### config.mk
export PLATFORM = sky130hd
export DESIGN_NAME = count_event_monitor
export DESIGN_NICKNAME = d
export VERILOG_FILES = /design/src/rtl/count_event_monitor.sv
export SDC_FILE = /design/constraint.sdc
export NUM_CORES = 1
export LEC_CHECK = 0
export CAP_MARGIN = 5
export CORE_ASPECT_RATIO = 0.5
export CORE_UTILIZATION = 30
export DETAILED_ROUTE_END_ITERATION = 12
export PLACE_DENSITY = 0.49
export SLEW_MARGIN = 20
export SYNTH_ARGS = -nofsm -noshare
export SYNTH_HDL_FRONTEND = slang
export SYNTH_SLANG_ARGS = --single-unit
export TNS_END_PERCENT = 1
### constraint.sdc
create_clock -name clk -period 2.6 [get_ports clk]
set_clock_uncertainty 0.15 [all_clocks]
set_input_delay 0.39 -clock clk [delete_from_list [all_inputs] [get_ports clk]]
set_output_delay 0.39 -clock clk [all_outputs]
set_load 0.05 [all_outputs]
### src/rtl/count_event_monitor.sv
// Counter event monitor: detects compare matches and 255->0 wraps on an upstream
// count while armed, and queues type/timestamp events in a small FIFO.
//
// state   | meaning
// --------+--------------------------------------------------------------
// S_IDLE  | not monitoring; prev holds, no detection
// S_PRIME | one cycle loading prev so the first armed compare has history
// S_ARMED | detecting MATCH / WRAP events into the FIFO
module count_event_monitor #(
  parameter int DEPTH = 4
) (
  input  logic       clk,
  input  logic       rst,
  input  logic [7:0] count_in,
  input  logic [7:0] cmp_val,
  input  logic       arm,
  input  logic       disarm,
  input  logic       evt_ready,
  output logic       evt_valid,
  output logic [1:0] evt_type,
  output logic [7:0] evt_stamp,
  output logic       fifo_full,
  output logic [3:0] drop_cnt,
  output logic       armed
);

  localparam int PW = (DEPTH > 1) ? $clog2(DEPTH) : 1;
  localparam logic [PW:0] FULL_CNT = (PW+1)'(DEPTH);

  typedef enum logic [1:0] {S_IDLE, S_PRIME, S_ARMED} state_t;

  state_t        r_state;
  logic [7:0]    r_prev;
  logic [7:0]    r_ts;
  logic [1:0]    r_type  [DEPTH];
  logic [7:0]    r_stamp [DEPTH];
  logic [PW-1:0] r_wr_ptr;
  logic [PW-1:0] r_rd_ptr;
  logic [PW:0]   r_count;
  logic [3:0]    r_drop;

  logic       w_detect_en;
  logic       w_match;
  logic       w_wrap;
  logic       w_push;
  logic       w_pop;
  logic       w_full;
  logic       w_accept;
  logic       w_drop;
  logic [1:0] w_type;

  assign w_detect_en = (r_state == S_ARMED) && !disarm;
  assign w_match     = (count_in == cmp_val) && (count_in != r_prev);
  assign w_wrap      = (r_prev == 8'hFF) && (count_in == 8'h00);
  assign w_push      = w_detect_en && (w_match || w_wrap);
  assign w_type      = {w_wrap, w_match};
  assign w_full      = (r_count == FULL_CNT);
  assign w_pop       = (r_count != '0) && evt_ready;
  // A pop on the same edge frees the slot, so a full FIFO still accepts.
  assign w_accept    = w_push && (!w_full || w_pop);
  assign w_drop      = w_push && w_full && !w_pop;

  always_ff @(posedge clk) begin
    if (rst) begin
      r_state <= S_IDLE;
    end else begin
      case (r_state)
        S_IDLE:  if (arm && !disarm) r_state <= S_PRIME;
        S_PRIME: r_state <= disarm ? S_IDLE : S_ARMED;
        S_ARMED: if (disarm) r_state <= S_IDLE;
        default: r_state <= S_IDLE;
      endcase
    end
  end

  always_ff @(posedge clk) begin
    if (rst) begin
      r_prev <= 8'h00;
      r_ts   <= 8'h00;
    end else begin
      r_ts <= r_ts + 8'd1;
      if (r_state != S_IDLE) r_prev <= count_in;
    end
  end

  always_ff @(posedge clk) begin
    if (!rst && w_accept) begin
      r_type[r_wr_ptr]  <= w_type;
      r_stamp[r_wr_ptr] <= r_ts;
    end
  end

  always_ff @(posedge clk) begin
    if (rst) begin
      r_wr_ptr <= '0;
      r_rd_ptr <= '0;
      r_count  <= '0;
      r_drop   <= 4'h0;
    end else begin
      if (w_accept) r_wr_ptr <= r_wr_ptr + PW'(1);
      if (w_pop)    r_rd_ptr <= r_rd_ptr + PW'(1);
      case ({w_accept, w_pop})
        2'b10:   r_count <= r_count + (PW+1)'(1);
        2'b01:   r_count <= r_count - (PW+1)'(1);
        default: r_count <= r_count;
      endcase
      if (w_drop && (r_drop != 4'hF)) r_drop <= r_drop + 4'd1;
    end
  end

  assign evt_valid = (r_count != '0);
  assign evt_type  = evt_valid ? r_type[r_rd_ptr]  : 2'b00;
  assign evt_stamp = evt_valid ? r_stamp[r_rd_ptr] : 8'h00;
  assign fifo_full = w_full;
  assign drop_cnt  = r_drop;
  assign armed     = (r_state == S_ARMED);

endmodule

**Yosys cells after proc, flatten, opt, wreduce, memory -nomap -nowiden**

Memory sizes are Yosys's and may differ from the RTL's. A register that Yosys moved wholly into a read port is not among the register bits.
Cells that the tools add are included.

- Bits of input ports: 21
- Memories kept: 2
- Register bits after elaboration: 29
- Bits in writable memories: 40
- Output and inout bits: 17

Memory list:

| memory | depth | width | read ports | clocked after Yosys merged registers in | write ports | line | RTL |
|---|---|---|---|---|---|---|---|
| r_stamp | 4 | 8 | 1 | 1 | 1 | 36 | `logic [7:0] r_stamp [DEPTH];` |
| r_type | 4 | 2 | 1 | 1 | 1 | 35 | `logic [1:0] r_type [DEPTH];` |

- Muxes and demuxes: 13
- Reductions and logical operators: 23
- Add/subtract/negate cells: 6
- Equality and inequality tests: 11

Operator list:

| cell | count |
|---|---|
| $mux 2 | 8 |
| $logic_and 1x1->1 | 11 |
| $add 8x1->8 const B | 1 |
| $eq 8x8->1 | 1 |
| $eq 8x8->1 const B | 1 |
| $logic_not 8->1 | 1 |
| $mux 8 | 1 |
| $ne 8x8->1 | 1 |
| $pmux 2 s3 | 1 |
| $pmux 3 s2 | 1 |
| $add 2x1->2 const B | 2 |
| $add 4x1->4 const B | 1 |
| $eq 2x1->1 const B | 2 |
| $eq 2x2->1 const B | 2 |
| $logic_not 1->1 | 4 |
| $ne 2x2->1 const B | 2 |
| $ne 4x4->1 const B | 1 |
| $reduce_bool 2->1 | 2 |
| $add 3x1->3 const B | 1 |
| $eq 3x3->1 const B | 1 |
| $reduce_bool 3->1 | 1 |
| $sub 3x1->3 const B | 1 |
| $logic_not 2->1 | 1 |
| $logic_or 1x1->1 | 2 |
| other kinds (2) | 3 |

**Depth between registers and ports, before layout**

- Depth after elaboration: 8
- Mapped depth: 10
- Mapped depth without buffers: 10

**Worst setup path before layout**

Ideal clock, no wire load.

- Path kind: register -> register
- From: reg r_state[1]
- To: reg r_count[2]
- Buffers on the path: 0
- Clock period less this slack: 2.950 ns
- Setup slack: -0.350 ns
- Library setup time: 0.121 ns
- Data arrival time: 2.679 ns
- Stages on the path, launching flop included: 9
- Cells stage by stage: dfxtp_1 -> nor2b_1 -> nand2b_1 -> a21oi_2 -> nor2_1 -> fa_1 -> and2_1 -> mux2i_1 -> mux2_2

- Word-level cells in the longest chain between the ends: 6
- Elaborated cells on any way between the ends: 8
- Those cells by class: eq/ne (3); mux (1); reduce/logical (4)

Ends and longest elaborated chain:

| what | line | RTL |
|---|---|---|
| from (decl) | 32 | `state_t r_state;` |
| from (signal assigned) | 69 | `S_PRIME: r_state <= disarm ? S_IDLE : S_ARMED;` |
| $eq 2x2->1 (*) | - |  |
| net armed | 24 | `output logic armed` |
| $logic_and 1x1->1 (*) | 52 | `assign w_detect_en = (r_state == S_ARMED) && !disarm;` |
| $logic_and 1x1->1 (*) | 55 | `assign w_push = w_detect_en && (w_match \|\| w_wrap);` |
| $logic_and 1x1->1 (*) | 60 | `assign w_accept = w_push && (!w_full \|\| w_pop);` |
| $eq 2x1->1 / $eq 2x2->1 (equally long branches) | 102 | `case ({w_accept, w_pop})` |
| $pmux 3 s2 / $reduce_bool 2->1 (equally long branches) | - |  |
| to (signal assigned) | 103 | `2'b10: r_count <= r_count + (PW+1)'(1);` |
| to (signal assigned) | 104 | `2'b01: r_count <= r_count - (PW+1)'(1);` |
| to (signal assigned) | 105 | `default: r_count <= r_count;` |
| to (decl) | 39 | `logic [PW:0] r_count;` |

Mark *: on every way through the listed nets, which the timed path passes. The rest lies on a longest branch.
A chain may end at the register's enable or synchronous reset.

**Worst setup path in the final report**

- From: in count_in[5]
- To: reg r_count[2]

- Word-level cells in the longest chain between the ends: 7
- Elaborated cells on any way between the ends: 12
- Those cells by class: eq/ne (4); mux (1); reduce/logical (7)

Ends and longest elaborated chain:

| what | line | RTL |
|---|---|---|
| from (decl) | 14 | `input logic [7:0] count_in,` |
| $eq 8x8->1, or another cell as far along | 53 | `assign w_match = (count_in == cmp_val) && (count_in != r_prev);` |
| $logic_and 1x1->1 (on tied branches) | 53, 54 |  |
| $logic_or 1x1->1 (*) | 55 |  |
| $logic_and 1x1->1 (*) | 55 |  |
| $logic_and 1x1->1 (*) | 60 |  |
| $eq 2x1->1 / $eq 2x2->1 (equally long branches) | 102 |  |
| $pmux 3 s2 / $reduce_bool 2->1 (equally long branches) | - |  |

Mark *: on every way between the ends. The rest lies on a longest branch, timed or not.

==> results by group <==
Timing
  – Rel. slew slack: 0.602
  – Final Setup Violations: 0
  – Fin crit share: 0.965
  – Setup TNS: 0 ns
  – Tightest Pin Transition: 0.595 ns
  – Minimum clock period: 2.51 ns
  – Fin worst setup slack: 0.0911 ns
  – Final hold violations: 0
  – RSZ-0062 raised after global routing: false
  – Final Max Slew Viols: 0
  – Peak Freq: 399 MHz
  – WHS: 0.192 ns

Drt
  – DR WL/cell: 13.7 um
  – DRC: 0
  – Vias after detailed routing: 2,022
  – Vias per cell: 4.47
  – Pre-antenna DRT Iters: 4
  – Initial drt markers: 105
  – Total routed wirelength: 6200 um
  – Antenna Violating Nets Remaining: 0

Floorplan
  – Die footprint: 10,900 um2
  – Die H: 74.3 um
  – Initial core utilization: 0.320
  – Die Wd: 147 um
  – Std-Cell Rows: 25
  – Core Region: 9790 um2
  – I/O pin count: 38

Layout
  – Most common cell after layout, fill and taps aside: edfxtp_1
  – Diodes inserted: 0
  – Area Growth Syn to Fin: 32.2%
  – Fraction of layout cells with a size suffix above 1: 0.252
  – Number of fill cells: 918
  – Most frequent cells in the layout: edfxtp_1, buf_4, dfxtp_1
  – Final #Nets: 340
  – Layout Utilization: 0.423

Clock tree
  – Clock-pin slew on the worst setup and hold paths: 0.06 ns
  – Worst-skew pair later-pin latency: 0.33 ns
  – CTS tree: yes
  – CTS Root Cell: clkbuf_16
  – Inserted Clock Buffers: 9
  – Clock sinks: 71
  – H-tree levels: 3
  – CTS Buffer Depth: 2
  – Setup bufs post-CTS: 0

Synthesis
  – Register area share after synthesis: 0.581
  – Synth cell types: 40
  – Synth top area share: 0.383
  – Yosys reg bits: 71
  – Netlist Area Pre-Place: 3140 um2
  – Mapped Avg Cell Area: 12.5 um2
  – Synth area leaders: edfxtp_1, dfxtp_1, mux4_2
  – Mapped Cells: 251
  – Cell taking the most area after synthesis: edfxtp_1
  – Synthesis Warnings: 0
  – Syn_nets: 279

Placement
  – PortBufs: 37
  – Pre-CTS setup slack: -0.508 ns
  – HPWL after DPL: 4410 um
  – Routability Congestion: 0.768

Power
  – PD cells: 636 nW/um2
  – Leak: 1.59 nW
  – Cell Int Power: 2.10 mW
  – Comb power frac: 0.045
  – VDD IR-drop max: 0.000326 V
  – Clock power share: 0.498
  – Switching Share: 0.205
  – Sequential share of power: 0.457
  – Sw power: 539 uW

Global route
  – GRT Total Usage: 0.128
  – Largest net degree at the start of global routing: 21
  – Vias in the first global route: 2,094
  – Initial antenna violation count: 0
  – Grt ovf: 0
  – Wire length of the first global-routing pass: 10,200 um

Setup path
  – Worst Setup Start Kind: input port
  – Crit. End Element: flop
  – CP Max Fanout: 4
  – R2r startpoint: r_prev[4]$_SDFFE_PP0N_
  – CP arrival: 2.58 ns
  – Critical Path Start: count_in[5]
  – Worst EP required: 2.67 ns
  – FF-to-FF setup slack: 0.14 ns
  – Worst Setup Path Type: input port to flop

Min path
  – Hold Startpoint: count_in[0]
  – Worst hold path type: input port to flop

Flow run
  – Max-Cap Viols: 0

Outcome
  – Status: completed
-- final cells by class --
class                   instances  area, um2  area share
flip-flops and latches         71       1820       0.440
multi-input cells             162       1280       0.310
repair buffers                 57        503       0.121
clock buffers                  10        229      0.0553
well taps                     135        169      0.0408
clock inverters                 6       92.6      0.0223
inverters                      11       41.3     0.00996
-- cells by family after synthesis --
logic type,Yosys count,synth area share
simple gates,100,0.166
flops,71,0.581
mux,17,0.0954
xor+xnor,18,0.0503
compound gates,20,0.0555
buf+inv,18,0.0215
fa+ha+maj,7,0.0303
-- metal layers --
metal / GRT usage / wire length [um] / vias to the layer above
li1: - / - / 1006
met1: 0.149 / 2890 / 973
met2: 0.221 / 3010 / 38
met3: 0.0448 / 237 / 5
met4: 0.0556 / 62 / 0
met5: 0 / 0 / -
-- cells in the mapped netlist, drive strengths merged --
cell type  number
buf             2
nor2           22
nor4            2
nor4b           1
nor3            1
or3             1
a311oi          1
edfxtp         40
fa              1
xor2            5
nand4           5
nand3           4
xnor2          13
and4            1
or2             1
a41o            1
o2111ai         1
a2111oi         1
a31o            2
a211o           1
mux4           10
ha              6
nor2b          10
nand2b          9
nand2          23
and3            3
clkbuf          5
nor3b           1
a21oi          11
and2           16
a31oi           1
dfxtp          31
o31ai           1
mux2            3
inv            11
mux2i           4
-- critical path, stage by stage --
cell and delay [ns]:
dlygate4sd2_1 0.26, nor2b_2 0.17, a2111oi_4 0.29, o2111ai_2 0.19
o31ai_4 0.28, a21oi_2 0.10, nor2_2 0.12, fa_2 0.21
nor2_1 0.05, mux2i_1 0.15, mux2_2 0.35
-- power by group through the flow --
stage,registers [mW],logic [mW],clock network (mW)
floorplan,1.22,0.0641,0
global placement,1.23,0.122,0
detailed placement,1.23,0.123,0
CTS,1.20,0.122,1.34
global route,1.21,0.132,1.40
finish,1.20,0.119,1.31
-- final timing paths --
check                                               end  cells past startpoint
worst min-delay path             r_prev[0]$_SDFFE_PP0N_                      3
worst max-delay path            r_count[2]$_SDFFE_PP0P_                     11
worst min register to register   r_prev[1]$_SDFFE_PP0N_                      2
worst max register to register  r_count[2]$_SDFFE_PP0P_                     10
-- registers in the layout, indices dropped and copies added (netlist names), named ones only --
signal and count:
r_stamp 32, r_prev 8, r_ts 8, r_type 8, drop_cnt 4, r_count 3
r_rd_ptr 2, r_state 2, r_wr_ptr 2
-- per-stage QoR --
step	cell area (um2)	power, mW	instances
finish	4140	2.63	452
detailed placement	3780	1.35	436
CTS	4120	2.67	452
floorplan	3140	1.29	251
global placement	3780	1.35	436
global route	4140	2.74	452
-- repair_timing --
item | 4_1_cts | 5_1_grt
gates cloned | 0 | 0
hold buffers | 0 | 0
setup endpoints to repair | 41 | 41
resized for setup | 14 | 14
pin swaps | 9 | 14
(Power assumes the default switching activity.)
